$ cat config.mk
export PLATFORM = sky130hd
export DESIGN_NAME = bmu_clmul_iter
export DESIGN_NICKNAME = d
export VERILOG_FILES = /design/src/rtl/bmu_clmul_iter_pkg.sv /design/src/rtl/bmu_clmul_iter_clmulstep.sv /design/src/rtl/bmu_clmul_iter.sv
export SDC_FILE = /design/constraint.sdc
export NUM_CORES = 2
export LEC_CHECK = 0
export BUFFER_PORTS_ARGS = -buffer_cell sky130_fd_sc_hd__buf_2
export CORE_MARGIN = 2
export CORE_UTILIZATION = 56
export DETAILED_ROUTE_END_ITERATION = 12
export GPL_TIMING_DRIVEN = 0
export HOLD_SLACK_MARGIN = 0.05
export PLACE_DENSITY = 0.8
export SLEW_MARGIN = 10
export SYNTH_ARGS = -nofsm -noshare
export SYNTH_HDL_FRONTEND = slang
export SYNTH_HIERARCHICAL = 1
export SYNTH_SLANG_ARGS = --single-unit
export TNS_END_PERCENT = 5
$ cat constraint.sdc
create_clock -name clk -period 2.55 [get_ports clk]
set_input_delay 0 -clock clk [delete_from_list [all_inputs] [get_ports clk]]
set_output_delay 0 -clock clk [all_outputs]
set_load 0.01 [all_outputs]
$ cat src/rtl/bmu_clmul_iter_pkg.sv
// Shared types and constants for the iterative Zbc carry-less multiplier.
package bmu_clmul_iter_pkg;

  typedef struct packed {
    int unsigned XLEN;
  } cvw_t;

  localparam cvw_t CVW_RV64 = '{XLEN: 32'd64};
  localparam cvw_t CVW_RV32 = '{XLEN: 32'd32};

  typedef enum logic [1:0] {
    CLMUL_IDLE = 2'b00,
    CLMUL_RUN  = 2'b01,
    CLMUL_DONE = 2'b10
  } clmulstate_t;

  localparam logic [2:0] FUNCT3_CLMUL  = 3'b001;
  localparam logic [2:0] FUNCT3_CLMULH = 3'b011;
  localparam logic [2:0] FUNCT3_CLMULR = 3'b010;

  // Encodings the decoder never issues collapse onto plain clmul.
  function automatic logic [2:0] legal_funct3(input logic [2:0] f);
    case (f)
      FUNCT3_CLMULH: legal_funct3 = FUNCT3_CLMULH;
      FUNCT3_CLMULR: legal_funct3 = FUNCT3_CLMULR;
      default:       legal_funct3 = FUNCT3_CLMUL;
    endcase
  endfunction

endpackage

$ cat src/rtl/bmu_clmul_iter_clmulstep.sv
// One iteration of the carry-less multiply: XOR BPC shifted multiplicand copies into the accumulator.
module bmu_clmul_iter_clmulstep #(
  parameter int W   = 128,
  parameter int BPC = 8
) (
  input  logic [W-1:0]   acc,
  input  logic [W-1:0]   a,
  input  logic [BPC-1:0] b,
  output logic [W-1:0]   acc_next
);

  // Partial-product accumulation for the BPC multiplier bits retired this cycle.
  always_comb begin
    acc_next = acc;
    for (int j = 0; j < BPC; j++) begin
      if (b[j]) begin
        acc_next = acc_next ^ (a << j);
      end else begin
        acc_next = acc_next;
      end
    end
  end

endmodule

$ cat src/rtl/bmu_clmul_iter.sv
// Iterative carry-less multiplier (clmul/clmulh/clmulr) for the Execute-stage bit-manipulation unit.
module bmu_clmul_iter
  import bmu_clmul_iter_pkg::*;
#(
  parameter cvw_t P   = CVW_RV64,
  parameter int   BPC = 8
) (
  input  logic                    clk,
  input  logic                    reset,
  input  logic                    StartE,
  input  logic                    FlushE,
  input  logic                    StallM,
  input  logic [2:0]              Funct3E,
  input  logic [int'(P.XLEN)-1:0] AE,
  input  logic [int'(P.XLEN)-1:0] BE,
  output logic                    BusyE,
  output logic                    DoneE,
  output logic [int'(P.XLEN)-1:0] ResultE
);

  localparam int XLEN = int'(P.XLEN);
  localparam int N    = XLEN / BPC;
  localparam int CW   = (N > 1) ? $clog2(N) : 1;
  localparam logic [CW-1:0] LAST = CW'(N - 1);

  clmulstate_t         state_r, state_s;
  logic [2*XLEN-1:0]   a_r, a_s, acc_r, acc_s, step_s;
  logic [XLEN-1:0]     b_r, b_s;
  logic [2:0]          f3_r, f3_s;
  logic [CW-1:0]       cnt_r, cnt_s;
  logic                load_s;

  bmu_clmul_iter_clmulstep #(.W(2*XLEN), .BPC(BPC)) u_step (
    .acc      (acc_r),
    .a        (a_r),
    .b        (b_r[BPC-1:0]),
    .acc_next (step_s)
  );

  assign load_s = ~FlushE & StartE &
                  ((state_r == CLMUL_IDLE) | ((state_r == CLMUL_DONE) & ~StallM));

  // Next-state and datapath update; flush outranks every other transition.
  always_comb begin
    state_s = state_r;
    a_s     = a_r;
    b_s     = b_r;
    f3_s    = f3_r;
    acc_s   = acc_r;
    cnt_s   = cnt_r;
    if (FlushE) begin
      state_s = CLMUL_IDLE;
      acc_s   = '0;
      cnt_s   = '0;
    end else if (load_s) begin
      state_s = CLMUL_RUN;
      a_s     = {{XLEN{1'b0}}, AE};
      b_s     = BE;
      f3_s    = legal_funct3(Funct3E);
      acc_s   = '0;
      cnt_s   = '0;
    end else begin
      case (state_r)
        CLMUL_RUN: begin
          acc_s = step_s;
          a_s   = a_r << BPC;
          b_s   = b_r >> BPC;
          if (cnt_r == LAST) begin
            cnt_s   = '0;
            state_s = CLMUL_DONE;
          end else begin
            cnt_s = cnt_r + CW'(1);
          end
        end
        CLMUL_DONE: begin
          if (!StallM) begin
            state_s = CLMUL_IDLE;
          end else begin
            state_s = CLMUL_DONE;
          end
        end
        CLMUL_IDLE: state_s = CLMUL_IDLE;
        default:    state_s = CLMUL_IDLE;
      endcase
    end
  end

  // State and datapath registers.
  always_ff @(posedge clk or negedge reset) begin
    if (!reset) begin
      state_r <= CLMUL_IDLE;
      a_r     <= '0;
      b_r     <= '0;
      f3_r    <= FUNCT3_CLMUL;
      acc_r   <= '0;
      cnt_r   <= '0;
    end else begin
      state_r <= state_s;
      a_r     <= a_s;
      b_r     <= b_s;
      f3_r    <= f3_s;
      acc_r   <= acc_s;
      cnt_r   <= cnt_s;
    end
  end

  assign BusyE = ((state_r == CLMUL_IDLE) & StartE) |
                 (state_r == CLMUL_RUN) |
                 ((state_r == CLMUL_DONE) & ~StallM & StartE);
  assign DoneE = (state_r == CLMUL_DONE);

  // Product slice selection, forced to zero outside DONE.
  always_comb begin
    ResultE = '0;
    if (DoneE) begin
      case (f3_r)
        FUNCT3_CLMULH: ResultE = acc_r[2*XLEN-1:XLEN];
        FUNCT3_CLMULR: ResultE = acc_r[2*XLEN-2:XLEN-1];
        default:       ResultE = acc_r[XLEN-1:0];
      endcase
    end else begin
      ResultE = '0;
    end
  end

endmodule

Word level (Yosys, flattened, before mapping) --
Cells that the tools add are included.
Word-level totals: register bits 328, input bits 136, output and inout bits 66, word-level logic and storage cells 65
Cells by class: add/sub/neg operators 1, eq/ne operators 8, multiplexer cells 27, bitwise gates (word level) 18, reduce and logical (&&, ||, !) cells 5
Operators by type and width (number):
- $mux W128 | 13
- $xor A128 B128 Y128 | 8
- $mux W64 | 3
- $pmux W64 S2 | 1
- $eq A3 B2 Y1 const B | 4
- $mux W3 | 4
- $mux W2 | 4
- $pmux W2 S2 | 2
- $and A1 B1 Y1 | 5
- $ne A4 B4 Y1 const B | 1
- $reduce_and A2 Y1 | 2
- $add A3 B1 Y3 const B | 1
- $eq A3 B3 Y1 const B | 1
- $or A1 B1 Y1 | 3
- $reduce_bool A3 Y1 | 1
- $eq A2 B1 Y1 const B | 1
- $eq A2 B2 Y1 const B | 1
- $logic_not A2 Y1 | 1
- $not A1 Y1 | 2
- $reduce_bool A2 Y1 | 1

Depth between registers and ports, before layout --
depth after elaboration 19, gate-level depth with buffers 9, gate-level depth less buffers 6

By module --
The synthesis kept the hierarchy.
By module, submodules not included:
- bmu_clmul_iter | instances 1, cells each 1306, area each 14637.8 um2, seq. area each 8184.1 um2
- bmu_clmul_iter_clmulstep | instances 1, cells each 2103, area each 14199.9 um2, seq. area each 0.0 um2

Worst setup path after synthesis --
Ideal clock, no wire load.
kind flip-flop to flip-flop, start register state_r[0], end register a_r[50], library setup time 0.135 ns, data arrival time 1.722 ns, data required time 2.415 ns, setup slack 0.693 ns, stages on the path, launching flop included 10, buffers on the path 3, period minus slack after synthesis 1.857 ns, cell sequence dfrtp_1 > inv_1 > ha_1 > nor2b_2 > o21ai_0 > buf_2 > buf_2 > buf_4 > mux2i_1 > o21ai_0
On the way: cells in the longest elaborated chain, start to end 6, elaborated cells on any way between the ends 9, those cells by class eq/ne: 2; mux: 1; bitwise: 3; reduce/logical: 3
RTL lines:
- start, declared | line bmu_clmul_iter.sv:26 | clmulstate_t state_r, state_s;
- start signal, assigned | line bmu_clmul_iter.sv:98 | state_r <= state_s;
- $eq A2 B2 Y1 | line bmu_clmul_iter.sv:41 | ((state_r == CLMUL_IDLE) | ((state_r == CLMUL_DONE) & ~StallM));
- $and A1 B1 Y1 | line bmu_clmul_iter.sv:41
- $or A1 B1 Y1 | line bmu_clmul_iter.sv:41
- $and A1 B1 Y1 | line bmu_clmul_iter.sv:40 | assign load_s = ~FlushE & StartE &
- $reduce_bool A2 Y1 (no source line)
- $reduce_and A2 Y1 (no source line)
- end signal, assigned | line bmu_clmul_iter.sv:99 | a_r <= a_s;
- end, declared | line bmu_clmul_iter.sv:27 | logic [2*XLEN-1:0] a_r, a_s, acc_r, acc_s, step_s;
Parallel ways exist; a longest one is shown, timed or not. A chain may end at the register's enable or synchronous reset.

Worst setup path in the final report --
start register b_r[1], end register acc_r[30]
On the way: cells in the longest elaborated chain, start to end 16
RTL lines:
- start, declared | line bmu_clmul_iter.sv:28 | logic [XLEN-1:0] b_r, b_s;
- start signal, assigned | line bmu_clmul_iter.sv:100 | b_r <= b_s;
- $mux W128 (*) | line bmu_clmul_iter_clmulstep.sv:16 | if (b[j]) begin
- $xor A128 B128 Y128 | line bmu_clmul_iter_clmulstep.sv:17 | acc_next = acc_next ^ (a << j);
- $mux W128 (*) | line bmu_clmul_iter_clmulstep.sv:16
- $xor A128 B128 Y128 | line bmu_clmul_iter_clmulstep.sv:17
- $mux W128 (*) | line bmu_clmul_iter_clmulstep.sv:16
- $xor A128 B128 Y128 | line bmu_clmul_iter_clmulstep.sv:17
- $mux W128 (*) | line bmu_clmul_iter_clmulstep.sv:16
- $xor A128 B128 Y128 | line bmu_clmul_iter_clmulstep.sv:17
- $mux W128 (*) | line bmu_clmul_iter_clmulstep.sv:16
- $xor A128 B128 Y128 | line bmu_clmul_iter_clmulstep.sv:17
- $mux W128 (*) | line bmu_clmul_iter_clmulstep.sv:16
- $xor A128 B128 Y128 | line bmu_clmul_iter_clmulstep.sv:17
- $mux W128 (*) | line bmu_clmul_iter_clmulstep.sv:16
- net step_s[30] | line bmu_clmul_iter.sv:27
- $mux W128 (*) | line bmu_clmul_iter.sv:63 | case (state_r)
- $mux W128 (*) | line bmu_clmul_iter.sv:55 | end else if (load_s) begin
- $mux W128 (*) | line bmu_clmul_iter.sv:51 | if (FlushE) begin
- end signal, assigned | line bmu_clmul_iter.sv:102 | acc_r <= acc_s;
- end, declared | line bmu_clmul_iter.sv:27
The timed path passes the listed nets; every way through them passes the cells marked *. The select of a mux whose other input is x is not followed.

==> results.txt <==
----------------------------------------------------
[Yosys]
  Portion of the post-synthesis area used by sequential elements ... 28.4%
  Synthesized flop and latch total ... 327
  Net count after synthesis ... 3,552
  Yosys warns ... 6
  Post-synth design cell area ... 0.0288 mm^2
  Synthesized instance count ... 3,409
  Main combinational cell family by area after synthesis ... XOR/XNOR gates
  Proportion of synthesized area in mux cells ... 6.11%
  Distinct cells, synth ... 33
  Syn Area/Cell ... 8.46 um^2
  Area fraction in compound gates after synthesis ... 9.52%
  Share of the synthesized netlist area taken by xor and xnor gates ... 32.3%
  Basic-gate share of the synthesized area counting and, or, nand and nor cells ... 17.8%
  Share of synthesized cell area in full adder, half adder and majority cells ... 0.304%

[Clocking]
  TritonCTS clock tree ... done
  Clock-pin slew of the registers on the worst-case setup and hold paths ... 0.06 ns
  Number of clock sinks ... 327
  Clock network latency to the later pin of the worst-skew pair ... 0.59 ns
  Root buffer cell ... sky130_fd_sc_hd__clkbuf_16
  Maximum clock insertion buffer count ... 3
  Max H-tree Level ... 2
  Cts bufs inserted ... 38

[Status]
  Outcome ... finished with violations
  Violations in the final reports ... setup timing

[Finish]
  Share of cells above drive strength 1 ... 12.6%
  Most frequent standard cell in the layout excluding fill and tap cells ... sky130_fd_sc_hd__nand2_1
  Filler cells ... 4,000
  Final layout net count ... 3,938
  Synth-to-layout area growth ... 16.3%
  Commonest non-fill, non-tap cells in the layout ... sky130_fd_sc_hd__nand2_1, sky130_fd_sc_hd__xnor2_1, sky130_fd_sc_hd__dfrtp_1
  Antenna diodes ... 0
  Footprint of the flip-flops and latches ... 0.00818 mm^2
  Fin cells ... 4,501
  Combined area of the multi-input logic cells ... 0.0191 mm^2

[Global route]
  Pin count of the biggest net entering global routing ... 103
  Overall track demand over capacity in global routing ... 34.7%
  Overall overflow remaining after global route ... 0
  Initial antenna violation count ... 2
  First-pass GRT wire length ... 145,000 um
  Vias in the first global route ... 25,300

[STA]
  Normalized max-slew margin ... 24.7%
  Final number of hold-violating endpoints ... 0
  Post-route clock skew ... 0.0273 ns
  Final sum of negative setup slack ... -0.400 ns
  Final setup violating endpoints ... 12
  Least-Margin Pin Slew ... 1.13 ns
  Achievable Freq ... 0.380 GHz
  Final Critical Period ... 2.63 ns
  Worst Setup Slack, final ... -0.0829 ns
  Count of final max-slew check failures ... 0
  Worst-case hold slack ... 0.174 ns
  Final worst path period share ... 103%
  RSZ-0062 raised after global routing ... yes

[Setup path]
  Capture point of the critical path ... acc_r[30]
  Worst Path Required ... 3.00 ns
  Worst Path Class, Setup ... reg2reg
  Largest fanout of any net on the critical path ... 10
  Arrival time of data at the critical path endpoint ... 3.08 ns
  Element type at the critical path end ... flip-flop
  Worst reg2reg path depth ... 7
  Worst flop-to-flop path endpoint ... acc_r[30]
  Register-to-register setup slack ... -0.08 ns
  Type of origin of the critical path ... flip-flop
  Start of the worst register-to-register path ... b_r[1]
  CP Launch Point ... b_r[1]

[Power and ir drop]
  Fraction of power spent switching nets ... 40.4%
  Part of the total power dissipated in sequential elements ... 29.3%
  Share of total power in the clock network ... 24.7%
  Power per cell area ... 668 mW/mm^2
  Static leakage ... 0.0160 uW
  Net Switching ... 9070 uW
  Power Internal ... 13,400 uW
  Total power ... 22,400 uW
  Worst vdd ir ... 0.000572 V
  Comb power frac ... 46.0%

[Flow run]
  Total of max-cap violations ... 0

[Drt]
  DRC marker count from the first detailed-route iteration ... 2,822
  Antenna violation net count after detailed routing ... 0
  Detailed-route via count ... 26,300
  Final wirelength ... 94,200 um
  First-pass detailed-route iteration total ... 8
  Drt via density ... 5.85
  Post-route DRC violation count ... 0
  Detail-routed net length per standard cell ... 20.9 um

[Place]
  Estimated wirelength of the detail-placed design ... 64,200 um
  Number of buffers inserted by port buffering ... 200
  Setup WS pre-CTS ... -0.230 ns
  Count of placed standard cells including taps ... 4,292
  Final weighted congestion in routability-driven placement ... 0.922

[Floorplan]
  Top-Level Pins ... 202
  Total die area ... 0.0533 mm^2
  Starting density of the core ... 56.4%
  Std-Cell Core Area ... 0.0511 mm^2
  Number of core rows ... 83
  Die width ... 231 um
  Die Span Y ... 231 um

[Hold path]
  Hold WC Path Type ... in2reg

----------------------------------------------------
worst max-delay path, cell delays in order, from the launching register on:
cell                       delay (ns)
sky130_fd_sc_hd__dfrtp_1         0.34
sky130_fd_sc_hd__buf_4           0.26
sky130_fd_sc_hd__clkbuf_1        0.87
sky130_fd_sc_hd__nand2_1         0.17
sky130_fd_sc_hd__xor2_1          0.21
sky130_fd_sc_hd__xnor2_1         0.19
sky130_fd_sc_hd__xnor3_1         0.25
sky130_fd_sc_hd__a22o_1          0.21
synth_stat cells:
| cell type | n | area [um^2] |
|---|---|---|
| sky130_fd_sc_hd__nand2_1 | 1230 | 4620 |
| sky130_fd_sc_hd__xnor2_1 | 619 | 5420 |
| sky130_fd_sc_hd__dfrtp_1 | 326 | 8160 |
| sky130_fd_sc_hd__mux2i_1 | 176 | 1760 |
| sky130_fd_sc_hd__a22o_1 | 167 | 1460 |
| sky130_fd_sc_hd__clkbuf_1 | 167 | 627 |
| sky130_fd_sc_hd__buf_2 | 142 | 711 |
| sky130_fd_sc_hd__xor2_1 | 135 | 1180 |
| sky130_fd_sc_hd__xnor3_1 | 121 | 2730 |
| sky130_fd_sc_hd__o21ai_0 | 97 | 485 |
| sky130_fd_sc_hd__o211a_1 | 64 | 641 |
| sky130_fd_sc_hd__nand3_1 | 45 | 225 |
| sky130_fd_sc_hd__nand2_2 | 33 | 206 |
| sky130_fd_sc_hd__buf_1 | 20 | 75.1 |
| sky130_fd_sc_hd__o21ai_1 | 20 | 100 |
| sky130_fd_sc_hd__buf_4 | 10 | 75.1 |
| sky130_fd_sc_hd__buf_6 | 9 | 101 |
| sky130_fd_sc_hd__ha_1 | 7 | 87.6 |
| sky130_fd_sc_hd__nor2_1 | 4 | 15.0 |
| sky130_fd_sc_hd__a21oi_1 | 2 | 10.0 |
| sky130_fd_sc_hd__inv_1 | 2 | 7.51 |
| sky130_fd_sc_hd__nand2b_1 | 2 | 12.5 |
| sky130_fd_sc_hd__dfstp_2 | 1 | 26.3 |
| sky130_fd_sc_hd__nand3b_1 | 1 | 7.51 |
| sky130_fd_sc_hd__nor2b_1 | 1 | 6.26 |
| sky130_fd_sc_hd__nor2b_2 | 1 | 8.76 |
| sky130_fd_sc_hd__nor3_1 | 1 | 5.00 |
| sky130_fd_sc_hd__nor3_2 | 1 | 10.0 |
| sky130_fd_sc_hd__nor3b_4 | 1 | 18.8 |
| sky130_fd_sc_hd__o21a_1 | 1 | 7.51 |
| sky130_fd_sc_hd__o21ba_2 | 1 | 10.0 |
| sky130_fd_sc_hd__o31a_1 | 1 | 8.76 |
| sky130_fd_sc_hd__o31ai_4 | 1 | 21.3 |
final cells by class:
type,count,share of cell area (%)
multi-input cells,2732,56.9
flip-flops and latches,327,24.4
repair buffers,346,7.58
plain buffers,348,4.94
clock buffers,52,3.11
well taps,680,2.54
clock inverters,14,0.489
inverters,2,0.0224
routing by layer:
layer / part of all wire, % / track usage (%) / up-vias / routed length, um
met3: 10 / 6.90 / 301 / 9690
met1: 38 / 44.7 / 12700 / 35900
met2: 46 / 55.2 / 1602 / 43300
li1: - / - / 11700 / -
met5: 0 / 0 / - / 0
met4: 5.6 / 18.4 / 0 / 5240
power groups by stage:
stage	sequential, uW	combinational, uW	clock [uW]
2_1_floorplan	6290	7320	0
3_3_place_gp	6550	9500	0
3_5_place_dp	6580	9680	0
4_1_cts	6490	9910	5540
5_1_grt	6610	10800	5740
6_report	6570	10300	5540
flip-flops by register name, summed over array words and instances, names as in the netlist:
register / count
state_r: 2
a_r: 128
b_r: 64
acc_r: 128
f3_r: 2
cnt_r: 3
stage by stage:
step / area (um^2) / utilization, %
finish: 33500 / 65.6
floorplan: 28800 / -
global route: 33500 / 65.6
CTS: 33500 / 65.5
detailed placement: 30800 / 60.2
global placement: 30700 / 60.1
cell families after synthesis:
group | Yosys count
and+or+nand+nor | 1320
adders and majority gates | 7
AOI/OAI and AO/OA | 354
muxes | 176
buffers and inverters | 350
xor gates and xnor gates | 875
DFF | 327
what timing repair did:
action	in CTS	in global routing
pin swaps	1	1
hold endpoints to repair	458	0
hold buffers	138	0
gates resized for setup	19	22
buffers inserted	4	1
setup endpoints to repair	333	148
how the worst min path moves through the flow:
stage	start	to	slack [ns]	cells past startpoint
3_3_place_gp	BE[56]	b_r[56]	0.22	2
6_report	AE[0]	a_r[0]	0.17	3
5_1_grt	AE[0]	a_r[0]	0.19	3
2_1_floorplan	reset	a_r[0]	-0.30	0
4_1_cts	AE[0]	a_r[0]	0.16	3
3_5_place_dp	reset	b_r[51]	-0.04	1
(Power assumes the default switching activity.)
